File: config.mk
export PLATFORM = sky130hd
export DESIGN_NAME = rtc_bus_arbiter_flat
export DESIGN_NICKNAME = d
export VERILOG_FILES = /design/src/rtl/rtc_bus_arbiter_pkg.sv /design/src/rtl/rtc_bus_arbiter_if.sv /design/src/rtl/rtc_bus_arbiter_rr_pick.sv /design/src/rtl/rtc_bus_arbiter.sv /design/src/flat_wrapper.sv
export SDC_FILE = /design/constraint.sdc
export NUM_CORES = 1
export LEC_CHECK = 0
export ABC_CLOCK_PERIOD_IN_PS = 2200
export CAP_MARGIN = 20
export CORE_AREA = 2 2 106 108
export CTS_CLUSTER_SIZE = 10
export DETAILED_ROUTE_END_ITERATION = 8
export DIE_AREA = 0 0 108 110
export PLACE_DENSITY_LB_ADDON = 0.12
export SYNTH_ARGS = -nofsm -noshare
export SYNTH_HDL_FRONTEND = slang
export SYNTH_SLANG_ARGS = --single-unit
export TNS_END_PERCENT = 30
File: constraint.sdc
create_clock -name clk -period 2.2 [get_ports clk]
set_clock_uncertainty 0.2 [all_clocks]
set_input_delay 0.22 -clock clk [delete_from_list [all_inputs] [get_ports clk]]
set_output_delay 0.22 -clock clk [all_outputs]
set_load 0.005 [all_outputs]
File: src/rtl/rtc_bus_arbiter_pkg.sv
// Shared types and constants for the RTC bus arbiter.
// FSM encoding, RTC register map and driver direction codes.
package rtc_arb_pkg;

  typedef enum logic [1:0] {
    ST_IDLE,
    ST_GRANTED,
    ST_START,
    ST_BUSY
  } arb_state_e;

  localparam logic [7:0] RTC_SEC     = 8'h21;
  localparam logic [7:0] RTC_MIN     = 8'h22;
  localparam logic [7:0] RTC_HOUR    = 8'h23;
  localparam logic [7:0] RTC_DAY     = 8'h24;
  localparam logic [7:0] RTC_MONTH   = 8'h25;
  localparam logic [7:0] RTC_YEAR    = 8'h26;
  localparam logic [7:0] RTC_WDAY    = 8'h27;
  localparam logic [7:0] RTC_RD_XFER = 8'hF0;
  localparam logic [7:0] RTC_WR_XFER = 8'hF1;

  localparam logic LEA     = 1'b0;
  localparam logic ESCRIBA = 1'b1;

endpackage

File: src/rtl/rtc_bus_arbiter_if.sv
// Requester-side and driver-side signals of the RTC bus arbiter.
// master = requesters + driver, slave = arbiter.
interface rtc_bus_arbiter_if #(
  parameter int N_REQ = 4
);

  logic [N_REQ-1:0]   req;
  logic [N_REQ-1:0]   stb;
  logic [N_REQ-1:0]   we;
  logic [8*N_REQ-1:0] addr;
  logic [8*N_REQ-1:0] wdata;
  logic [N_REQ-1:0]   gnt;
  logic [N_REQ-1:0]   done;
  logic               err;
  logic [7:0]         rdata;
  logic [7:0]         direc;
  logic [7:0]         dato;
  logic               lea_escriba;
  logic               flag_rtc;
  logic               siga;
  logic [7:0]         rtc_rdata;

  modport master (
    output req, stb, we, addr, wdata,
    output siga, rtc_rdata,
    input  gnt, done, err, rdata,
    input  direc, dato, lea_escriba, flag_rtc
  );

  modport slave (
    input  req, stb, we, addr, wdata,
    input  siga, rtc_rdata,
    output gnt, done, err, rdata,
    output direc, dato, lea_escriba, flag_rtc
  );

endinterface

File: src/rtl/rtc_bus_arbiter_rr_pick.sv
// Combinational round-robin selector: first set req bit at or
// after the pointer, wrapping; returns one-hot, index and valid.
module rr_pick #(
  parameter  int N_REQ = 4,
  localparam int PW    = $clog2(N_REQ)
) (
  input  logic [N_REQ-1:0] req_i,
  input  logic [PW-1:0]    ptr_i,
  output logic [N_REQ-1:0] pick_o,
  output logic [PW-1:0]    idx_o,
  output logic             valid_o
);

  localparam int SW = PW + 1;

  logic [SW-1:0] sum;

  // Scan from farthest to nearest so the nearest hit wins.
  always_comb begin
    pick_o  = '0;
    idx_o   = '0;
    valid_o = 1'b0;
    sum     = '0;
    for (int k = N_REQ - 1; k >= 0; k--) begin
      sum = {1'b0, ptr_i} + SW'(k);
      if (sum >= SW'(N_REQ)) begin
        sum = sum - SW'(N_REQ);
      end
      if (req_i[sum[PW-1:0]]) begin
        pick_o              = '0;
        pick_o[sum[PW-1:0]] = 1'b1;
        idx_o               = sum[PW-1:0];
        valid_o             = 1'b1;
      end
    end
  end

endmodule

File: src/rtl/rtc_bus_arbiter.sv
// Round-robin session arbiter sharing one RTC bus driver.
// Optional driver watchdog enabled by RTC_ARB_TIMEOUT_EN.
module rtc_bus_arbiter
  import rtc_arb_pkg::*;
#(
  parameter int N_REQ       = 4,
  parameter int TIMEOUT_CYC = 255
) (
  input logic             clk,
  input logic             reset,
  rtc_bus_arbiter_if.slave bus
);

  localparam int PW = $clog2(N_REQ);

  arb_state_e       state_q;
  logic [PW-1:0]    owner_q;
  logic [PW-1:0]    ptr_q;
  logic [PW-1:0]    ptr_d;
  logic [N_REQ-1:0] gnt_q;
  logic [N_REQ-1:0] done_q;
  logic [7:0]       rdata_q;
  logic [7:0]       direc_q;
  logic [7:0]       dato_q;
  logic             lea_q;
  logic             flag_q;

  logic [N_REQ-1:0] pick;
  logic [PW-1:0]    pick_idx;
  logic             pick_vld;
  logic             own_req;
  logic             own_stb;

`ifdef RTC_ARB_TIMEOUT_EN
  localparam int CW = $clog2(TIMEOUT_CYC + 1);

  logic [CW-1:0] cnt_q;
  logic          err_q;
  logic          to_hit;

  assign to_hit = (cnt_q == CW'(TIMEOUT_CYC));
`endif

  rr_pick #(
    .N_REQ (N_REQ)
  ) u_pick (
    .req_i   (bus.req),
    .ptr_i   (ptr_q),
    .pick_o  (pick),
    .idx_o   (pick_idx),
    .valid_o (pick_vld)
  );

  assign own_req = bus.req[owner_q];
  assign own_stb = bus.stb[owner_q];
  assign ptr_d   = (owner_q == PW'(N_REQ - 1)) ? '0
                                               : owner_q + 1'b1;

  always_ff @(posedge clk or negedge reset) begin
    if (!reset) begin
      state_q <= ST_IDLE;
      owner_q <= '0;
      ptr_q   <= '0;
      gnt_q   <= '0;
      done_q  <= '0;
      rdata_q <= '0;
      direc_q <= '0;
      dato_q  <= '0;
      lea_q   <= LEA;
      flag_q  <= 1'b0;
`ifdef RTC_ARB_TIMEOUT_EN
      cnt_q   <= '0;
      err_q   <= 1'b0;
`endif
    end else begin
      done_q <= '0;
`ifdef RTC_ARB_TIMEOUT_EN
      err_q  <= 1'b0;
`endif
      unique case (state_q)
        ST_IDLE: begin
          if (pick_vld) begin
            gnt_q   <= pick;
            owner_q <= pick_idx;
            state_q <= ST_GRANTED;
          end
        end
        ST_GRANTED: begin
          if (!own_req) begin
            gnt_q   <= '0;
            ptr_q   <= ptr_d;
            state_q <= ST_IDLE;
          end else if (own_stb && !bus.siga) begin
            direc_q <= bus.addr[8*owner_q +: 8];
            dato_q  <= bus.wdata[8*owner_q +: 8];
            lea_q   <= bus.we[owner_q];
            flag_q  <= 1'b1;
            state_q <= ST_START;
`ifdef RTC_ARB_TIMEOUT_EN
            cnt_q   <= '0;
`endif
          end
        end
        ST_START: begin
          if (bus.siga) begin
            flag_q  <= 1'b0;
            state_q <= ST_BUSY;
`ifdef RTC_ARB_TIMEOUT_EN
            cnt_q   <= '0;
          end else if (to_hit) begin
            flag_q          <= 1'b0;
            done_q[owner_q] <= 1'b1;
            err_q           <= 1'b1;
            state_q         <= ST_GRANTED;
          end else begin
            cnt_q <= cnt_q + 1'b1;
`endif
          end
        end
        ST_BUSY: begin
          if (!bus.siga) begin
            if (lea_q == LEA) begin
              rdata_q <= bus.rtc_rdata;
            end
            done_q[owner_q] <= 1'b1;
            state_q         <= ST_GRANTED;
`ifdef RTC_ARB_TIMEOUT_EN
          end else if (to_hit) begin
            done_q[owner_q] <= 1'b1;
            err_q           <= 1'b1;
            state_q         <= ST_GRANTED;
          end else begin
            cnt_q <= cnt_q + 1'b1;
`endif
          end
        end
        default: state_q <= ST_IDLE;
      endcase
    end
  end

  assign bus.gnt         = gnt_q;
  assign bus.done        = done_q;
  assign bus.rdata       = rdata_q;
  assign bus.direc       = direc_q;
  assign bus.dato        = dato_q;
  assign bus.lea_escriba = lea_q;
  assign bus.flag_rtc    = flag_q;
`ifdef RTC_ARB_TIMEOUT_EN
  assign bus.err         = err_q;
`else
  assign bus.err         = 1'b0;
`endif

endmodule

File: src/flat_wrapper.sv
// flat-port wrapper written by rule: the top's interface ports become plain ports
module rtc_bus_arbiter_flat import rtc_arb_pkg::*;
#(
  parameter int N_REQ       = 4,
  parameter int TIMEOUT_CYC = 255
)
  (clk, reset, bus_req, bus_stb, bus_we, bus_addr, bus_wdata, bus_siga, bus_rtc_rdata, bus_gnt, bus_done, bus_err, bus_rdata, bus_direc, bus_dato, bus_lea_escriba, bus_flag_rtc);
  rtc_bus_arbiter_if #(.N_REQ(N_REQ)) bus_i ();
  input logic clk;
  input logic reset;
  input wire logic [$bits(bus_i.req)-1:0] bus_req;
  input wire logic [$bits(bus_i.stb)-1:0] bus_stb;
  input wire logic [$bits(bus_i.we)-1:0] bus_we;
  input wire logic [$bits(bus_i.addr)-1:0] bus_addr;
  input wire logic [$bits(bus_i.wdata)-1:0] bus_wdata;
  input wire logic [$bits(bus_i.siga)-1:0] bus_siga;
  input wire logic [$bits(bus_i.rtc_rdata)-1:0] bus_rtc_rdata;
  output wire logic [$bits(bus_i.gnt)-1:0] bus_gnt;
  output wire logic [$bits(bus_i.done)-1:0] bus_done;
  output wire logic [$bits(bus_i.err)-1:0] bus_err;
  output wire logic [$bits(bus_i.rdata)-1:0] bus_rdata;
  output wire logic [$bits(bus_i.direc)-1:0] bus_direc;
  output wire logic [$bits(bus_i.dato)-1:0] bus_dato;
  output wire logic [$bits(bus_i.lea_escriba)-1:0] bus_lea_escriba;
  output wire logic [$bits(bus_i.flag_rtc)-1:0] bus_flag_rtc;
  assign bus_i.req = bus_req;
  assign bus_i.stb = bus_stb;
  assign bus_i.we = bus_we;
  assign bus_i.addr = bus_addr;
  assign bus_i.wdata = bus_wdata;
  assign bus_i.siga = bus_siga;
  assign bus_i.rtc_rdata = bus_rtc_rdata;
  assign bus_gnt = bus_i.gnt;
  assign bus_done = bus_i.done;
  assign bus_err = bus_i.err;
  assign bus_rdata = bus_i.rdata;
  assign bus_direc = bus_i.direc;
  assign bus_dato = bus_i.dato;
  assign bus_lea_escriba = bus_i.lea_escriba;
  assign bus_flag_rtc = bus_i.flag_rtc;
  rtc_bus_arbiter #(.N_REQ(N_REQ), .TIMEOUT_CYC(TIMEOUT_CYC)) u_core (.clk(clk), .reset(reset), .bus(bus_i));
endmodule
Yosys cells after proc, flatten, opt, wreduce, memory -nomap -nowiden
Index checks and enable logic that the tools add are counted.
Word-level totals
  flip-flop bits (word level): 40
  input port bits: 87
  output and inout bits: 35
  word-level logic and storage cells: 121
Operators by class
  $add $sub $neg: 8
  $lt $le $gt $ge: 14
  equality and inequality tests: 11
  shift-type cells: 2
  mux-type cells: 56
  bitwise operators: 3
  reduce and logical (&&, ||, !) cells: 17
Operators with widths (count)
  $shiftx 32x6->8: 2
  $mux 4: 8
  $mux 2: 14
  $mux 1: 19
  $lt 2x3->1 const B: 5
  $bmux 1 s2: 7
  $demux 1 s2: 5
  $ge 2x1->1 const B: 5
  $ge 3x3->1 const B: 3
  $reduce_and 3->1: 3
  $pmux 2 s4: 1
  $pmux 4 s2: 1
  $reduce_and 4->1: 2
  $sub 2x1->2 const B: 4
  $add 2x2->3 const B: 2
  $eq 2x2->1 const B: 3
  $logic_and 1x1->1: 6
  $ne 2x1->1 const B: 3
  $ne 2x2->1 const B: 3
  $reduce_and 2->1: 2
  $reduce_bool 2->1: 2
  $add 2x1->3 const B: 1
  $ge 2x3->1 const B: 1
  $ne 3x3->1 const B: 1
  6 further kinds: 8

Longest topological paths before layout
  depth in word-level cells: 13
  mapped depth: 8
  depth with buffers taken out: 7

Modules after synthesis
Synthesis repeated with hierarchy kept, for this count alone.
Unflattened totals
  cells, all modules: 205
  area, all modules: 2671.3 um2
Modules (own cells, without submodules)
  rtc_bus_arbiter: instances 1, cells an instance 144, area an instance 2162.1 um2, seq. area each 1001.0 um2
  rr_pick: instances 1, cells an instance 61, area an instance 509.2 um2, seq. area each 0.0 um2

Worst setup path after synthesis
OpenSTA, ideal clock, no wires.
  path kind: reg-to-reg
  start point: reg u_core.ptr_q[0]
  end point: reg u_core.gnt_q[0], in the netlist u_core.bus.gnt[0]
  library setup time: 0.122 ns
  arrival time: 1.943 ns
  data required time: 1.878 ns
  slack: -0.066 ns
  stages on the path, launching flop included: 8
  buffers on the path: 1
  period minus slack after synthesis: 2.266 ns
  cells stage by stage: dfrtp_1 > buf_6 > inv_1 > ha_1 > mux4_2 > a221o_1 > a21oi_1 > o21ai_1
Between the ends
  cells in the longest elaborated chain, start to end: 13
  elaborated cells on any way between the ends: 55
  classes of those cells: add/sub (7); order compare (12); eq/ne (1); mux (30); reduce/logical (5)
RTL lines
  from (decl): RTL line rtc_bus_arbiter.sv:18  | logic [PW-1:0] ptr_q;
  from (signal assigned): RTL line rtc_bus_arbiter.sv:91  | ptr_q <= ptr_d;
  $add 2x2->3: RTL line rtc_bus_arbiter_rr_pick.sv:25  | sum = {1'b0, ptr_i} + SW'(k);
  $ge 3x3->1 or $sub 2x1->2 (tied branches): RTL line rtc_bus_arbiter_rr_pick.sv:26, rtc_bus_arbiter_rr_pick.sv:27
  $mux 2: RTL line rtc_bus_arbiter_rr_pick.sv:26  | if (sum >= SW'(N_REQ)) begin
  $lt 2x3->1 (not written as such) or $ge 2x1->1 (tied branches): RTL line rtc_bus_arbiter_rr_pick.sv:31  | pick_o[sum[PW-1:0]] = 1'b1;
  $logic_and 1x1->1 (not written as such): RTL line rtc_bus_arbiter_rr_pick.sv:31
  $mux 1 (not written as such): RTL line rtc_bus_arbiter_rr_pick.sv:31
  $demux 1 s2: RTL line rtc_bus_arbiter_rr_pick.sv:31
  $mux 4 (4 in series): RTL line rtc_bus_arbiter_rr_pick.sv:29  | if (req_i[sum[PW-1:0]]) begin
  $mux 4: RTL line rtc_bus_arbiter.sv:82  | if (pick_vld) begin
  $pmux 4 s2: RTL line rtc_bus_arbiter.sv:80  | unique case (state_q)
  to (signal assigned): RTL line rtc_bus_arbiter.sv:83  | gnt_q <= pick;
  to (decl): RTL line rtc_bus_arbiter.sv:20  | logic [N_REQ-1:0] gnt_q;
Several ways; a longest one is shown, not always the timed one. The select of a mux whose other input is x is not followed.
A chain may end at the register's enable or synchronous reset.

Worst setup path after layout
  start point: reg u_core.ptr_q[1]
  end point: reg u_core.gnt_q[2], in the netlist u_core.bus.gnt[2]
The elaborated chain is that of the path after synthesis.

==> flow_summary.json <==
{
  "setup_viol": 0,
  "synth_top_cells_by_count": "dfrtp_1 (40), mux4_2 (21), mux2_2 (16), ha_1 (15), nand2_1 (12)",
  "drive_gt1_share_pct": 24.92,
  "required_ns": 2.18,
  "peakVddDrop_mv": 0.5452,
  "status": "finished, final reports clean",
  "drv_slew": 0,
  "ys_ff_latch": 40,
  "netlist_instances": 197,
  "ys_async_sr_fraction_pct": 100.0,
  "critPathLaunchType": "flop",
  "fin_nets": 434,
  "p_leak_nw": 1.737,
  "p_seq_share_pct": 26.3,
  "core-area_um2": 10700,
  "layout-area-overhead-vs-synth_pct": 61.31,
  "finalHoldViolCount": 0,
  "ys.flop_type": "dfrtp_1",
  "gp_congestion": 0.7739,
  "layout_min_cycle_time_ns": 2.090,
  "path_cells": "buf_4, buf_4, mux4_2, nor2b_4, buf_12, a221o_1, a21oi_1, o21ai_1",
  "drt_iter0_markers": 95,
  "timing.final.ws_setup_ns": 0.1101,
  "antenna_cells": 0,
  "via_count": 2101,
  "synth_edf_count": 0,
  "cts.path.max_buffers": 2,
  "grtUsageTotal_pct": 11.87,
  "slowest_delay_ns": 0.41,
  "cts.htree.levels": 2,
  "endpoint_kind": "flop",
  "grt_max_degree": 41,
  "p_clk_share_pct": 13.7,
  "cts_tree": "yes",
  "cts_buffers": 5,
  "num_rows": 38,
  "grt_pass1_vias": 2156,
  "viasPerCell": 4.442,
  "r2r-start": "u_core.ptr_q[1]",
  "hold_class": "reg2reg",
  "maxCapViolations": 0,
  "holdCritStartpoint": "u_core.bus.gnt[2]",
  "power_switching_mw": 1.594,
  "grt_setup_unrepaired": "false",
  "dr.pass1.iters": 4,
  "antenna_found_initial": 0,
  "synth_area_um2": 2606,
  "cp.arrival_ns": 2.07,
  "drc_errors": 0,
  "crit_fanout": 8,
  "period_share_pct": 94.99,
  "grt_overflow": 0,
  "hpwl_um": 5533,
  "portBuffers": 120,
  "clock_latency_ns": 0.30,
  "synth-seq-area-share_pct": 38.41,
  "fin_tns_setup_ns": 0,
  "wire_per_inst_um": 15.11,
  "worst_path_max_delay_cell": "dfrtp_1",
  "p_int_mw": 3.151,
  "cp-startpoint": "u_core.ptr_q[1]",
  "power_density_nw_per_um2": 1129,
  "synth_fp_nets": 299,
  "start_util_pct": 24.36,
  "swShare_pct": 33.59,
  "dp_slack_ns": -0.08919,
  "ant_nets": 0,
  "synth_cell_types": 41,
  "synth_largest_area_cell": "dfrtp_1",
  "io_pins": 122,
  "pwr-share-comb_pct": 60.1,
  "syn_area_per_cell_um2": 13.23,
  "synth_area_leaders": "dfrtp_1 (38%), mux4_2 (18%), ha_1 (7.2%)",
  "crit_top_cell": "buf_4",
  "yosys_warnings": 0,
  "routed_wl_um": 7147,
  "final_util_pct": 39.30,
  "crit_family": "compound AO/OA/AOI/OAI gates",
  "yosysTopAreaCellShare_pct": 38.41,
  "synth.most_common_cell": "dfrtp_1",
  "clk_pin_slew_ns": 0.08,
  "path_buf_inv": 3,
  "clock_sinks": 40,
  "root_buffer": "clkbuf_8",
  "die-area_um2": 11880,
  "dieHeight_um": 110,
  "path_class": "reg2reg",
  "tightest_slew_ns": 0.5234,
  "relSlewSlack_pct": 65.10,
  "die_w_um": 108,
  "grt_first_pass_wirelength_um": 10840,
  "fmax_mhz": 478.5
}
## state kept, by name (all words and copies together), names as in the netlist
register,cells
u_core.state_q,2
u_core.bus.direc,8
u_core.owner_q,2
u_core.bus.gnt,4
u_core.bus.done,4
u_core.bus.flag_rtc,1
u_core.bus.lea_escriba,1
u_core.bus.dato,8
u_core.bus.rdata,8
u_core.ptr_q,2
## kinds of logic (layout without fill, tap and decap cells)
kind of cell | count (synthesis) | after routing | share of synthesized area (%)
mux | 51 | 51 | 32.84
compound gates | 34 | 34 | 8.594
buf+inv | 22 | 158 | 5.136
other cells | 1 | 1 | 0.1439
simple gates | 34 | 34 | 7.681
fa+ha+maj | 15 | 15 | 7.201
flops | 40 | 40 | 38.41
## what timing repair did
item | in CTS | in global routing
endpoints found under the hold margin | 40 | 0
gates resized for setup | 0 | 2
endpoints found under the setup margin | 0 | 5
hold buffers | 1 | 0
buffers inserted | 0 | 1
## placed cells by master, fill, tap and decap left out, drive strengths merged, types with 4 or more instances in the layout
cell and instances:
and2 7, buf 21, clkbuf 6, a221o 4
o21ai 13, mux4 22, dfrtp 40, ha 15
nand2 13, mux2 26, clkdlybuf4s50 119, nor2b 4
a21oi 6, nor2 5, inv 9
## stage by stage
stage               power, mW  hold WS [ns]  instances  area (um2)
detailed placement      4.088        0.1211        463        4045
finish                  4.745        0.3020        473        4204
global placement        4.081        0.1245        463        4045
CTS                     4.754        0.3140        472        4177
floorplan               2.875       -0.2756        197        2619
global route            5.112        0.3268        473        4204
## layout make-up
cell class,instances,area (um2)
Clock buffer,6,82.58
Multi-Input combinational cell,135,1491
Sequential cell,40,1001
Inverter,9,33.78
Timing Repair Buffer,141,1381
Clock inverter,2,38.79
Fill cell,1071,6494
Tap cell,140,175.2
## worst paths after layout
| kind | to | slack [ns] | cells past startpoint |
|---|---|---|---|
| worst max-delay path | u_core.bus.gnt[2] | 0.11 | 8 |
| worst min-delay path | u_core.bus.gnt[2] | 0.30 | 2 |
| worst max register to register | u_core.bus.gnt[2] | 0.11 | 8 |
| worst min register to register | u_core.bus.gnt[2] | 0.30 | 2 |
| max in group asynchronous | u_core.owner_q[1] | 1.12 | 3 |
| min in group asynchronous | u_core.bus.rdata[7] | 0.32 | 3 |
## per-layer routing
layer | share of wire, % | global-route usage, %
met1 | 40 | 14.24
met2 | 51 | 20.89
met3 | 7.9 | 3.527
met4 | 0.91 | 3.022
met5 | 0 | 0
## power by group through the flow
| stage | sequential, mW | combinational (mW) | clock, mW |
|---|---|---|---|
| after floorplan | 1.28 | 1.60 | 0 |
| after global placement | 1.25 | 2.83 | 0 |
| after detailed placement | 1.26 | 2.83 | 0 |
| after CTS | 1.25 | 2.83 | 0.670 |
| after global routing | 1.30 | 3.11 | 0.705 |
| final | 1.25 | 2.85 | 0.648 |
## worst min-delay path: cells and delay by family (launching register included)
family	cells	cell delay, ns
flops	1	0.35
compound gates	1	0.07
simple gates	1	0.05
(Power assumes the default switching activity.)
==> variant, RTL diff (same settings) <==
The option `RTC_ARB_TIMEOUT_EN` is turned on by a define.
--- a/src/rtl/rtc_bus_arbiter.sv
+++ b/src/rtl/rtc_bus_arbiter.sv
@@ -1,5 +1,7 @@
 // Round-robin session arbiter sharing one RTC bus driver.
 // Optional driver watchdog enabled by RTC_ARB_TIMEOUT_EN.
+`define RTC_ARB_TIMEOUT_EN
+
 module rtc_bus_arbiter
   import rtc_arb_pkg::*;
 #(
Formal check against the unedited RTL: same outputs for any inputs over 4 cycles, from zero or initial values and one cycle with reset low; that may be too few to reach the edited logic, so the function may still have changed.
==> variant against the original RTL <==
  * Critical path type unchanged
  * Sequential power up 20%
  * Combinational power grew 33%
  * Area after synthesis rose by 25%
  * Count of clock-buffer cells in the layout increased by 1
  * Cell area increased by 22%
  * Core utilization grew 8.6 points
  * Setup slack got worse by 0.046 ns
  * Critical path depth down 1
  * Clock power increased by 3.2%
  * Sequential cell count increased by 9
  * Routed wire length is 31% higher
  * Non-clock buffer count grew 25
  * Power rose by 25%
==> variant: results <==
grt:
  gr-usage-all-layers_pct: 15.6
  grt_pass1_wl_mm: 14.8
  grt_max_degree: 22
  grt_pass1_vias: 2861
synth:
  synth_cell_type_count: 55
  syn_inst: 272
  yosys_warnings: 0
  ys_seq_area_share_pct: 37.6
  synth.area.top_cells: "dfrtp_1 38%, mux4_2 14%, ha_1 6.1%, mux2_2 5.5%, mux2_4 4.6%"
setup_path:
  worst_path_largest_cell_delay_ns: 0.43
  arrival_ns: 2.13
  cp_max_fo: 4
status:
  outcome: "completed"
route:
  drt_iter0_drc: 142
  wire_per_inst_um: 16.3
  vias_per_cell: 5.02
finish:
  fin_cells: 571
  drive_gt1_share_pct: 29.0
  final_nets: 533
placement:
  place_inst: 558
  postPlaceCellArea_um2: 4870
  io_buffers: 121
  gp_routability_congestion: 0.819
power:
  vdd_drop_max_uv: 391
  p_sw_uw: 2140
  power.leakage_uw: 0.00207
sta:
  relSlewSlack_pct: 63.7
min_path:
  hold_path_class: "in -> async"
variant: cell count changes after synthesis, sizes merged, moves of 5 or more:
cell    unedited run  this run
a221oi             0         5
a31oi              0         5
and3               0         6
dfrtp             40        49
or3                0         7
variant: layout make-up:
type	instances	area, µm²
well taps	140	175
clock inverters	1	30.0
multi-input cells	199	2010
fillers	995	5580
repair buffers	166	1560
clock buffers	7	86.3
flip-flops and latches	49	1230
inverters	9	33.8
variant: path summary, 6_finish.rpt:
path,startpoint,to,slack [ns],cells past startpoint
worst min register to register,u_core.bus.rdata[5],u_core.bus.rdata[5],0.31,1
max in group asynchronous,reset,u_core.bus.direc[2],0.98,3
worst max register to register,u_core.state_q[1],u_core.cnt_q[4],0.06,7
worst max-delay path,u_core.state_q[1],u_core.cnt_q[4],0.06,7
worst min-delay path,reset,u_core.bus.rdata[6],0.22,2
min in group clk,u_core.bus.rdata[5],u_core.bus.rdata[5],0.31,1
variant: repair_timing:
action | 4_1_cts | 5_1_grt
hold endpoints to repair | 19 | 0
setup buffers | 1 | 3
hold buffers | 1 | 0
endpoints found under the setup margin | 2 | 29
resized for setup | 4 | 17
pin swaps | 0 | 10
gates cloned | 0 | 0
variant: cell families (layout without fill, tap and decap cells):
logic type                 Yosys count  in the layout  synth area share, %
and+or+nand+nor                     74             74                 13.6
AOI/OAI and AO/OA                   57             57                 12.6
muxes                               52             52                 25.8
DFF                                 49             49                 37.6
buffers and inverters               24            183                 4.26
adders and majority gates           16             16                 6.14
variant: worst max-delay path: cells and delay by family (launching register included):
family,cells,cell delay (ns)
and+or+nand+nor,3,0.52
AOI/OAI and AO/OA,2,0.47
DFF,1,0.43
adders and majority gates,1,0.30
buffers and inverters,1,0.11
variant: through the flow:
stage	setup TNS, ns	worst slack (ns)
after floorplan	-0.0269	-0.0269
after global placement	-4.49	-0.169
after detailed placement	-6.02	-0.235
after CTS	0	0.00408
after global routing	-0.182	-0.0281
final	0	0.0644
variant: power by group through the flow:
stage | registers, µW | logic (µW) | clock network [µW]
after detailed placement | 1500 | 3590 | 0
after CTS | 1490 | 3640 | 693
after floorplan | 1490 | 2010 | 0
after global placement | 1500 | 3580 | 0
final | 1500 | 3780 | 669
after global routing | 1550 | 4110 | 729
variant: metal layers:
layer | vias up | GRT usage [%] | part of all wire (%)
met1 | 1385 | 20.2 | 44
met4 | 0 | 3.21 | 0.69
met2 | 119 | 26.6 | 46
met3 | 4 | 3.94 | 9.9
li1 | 1356 | - | -
met5 | - | 0 | 0
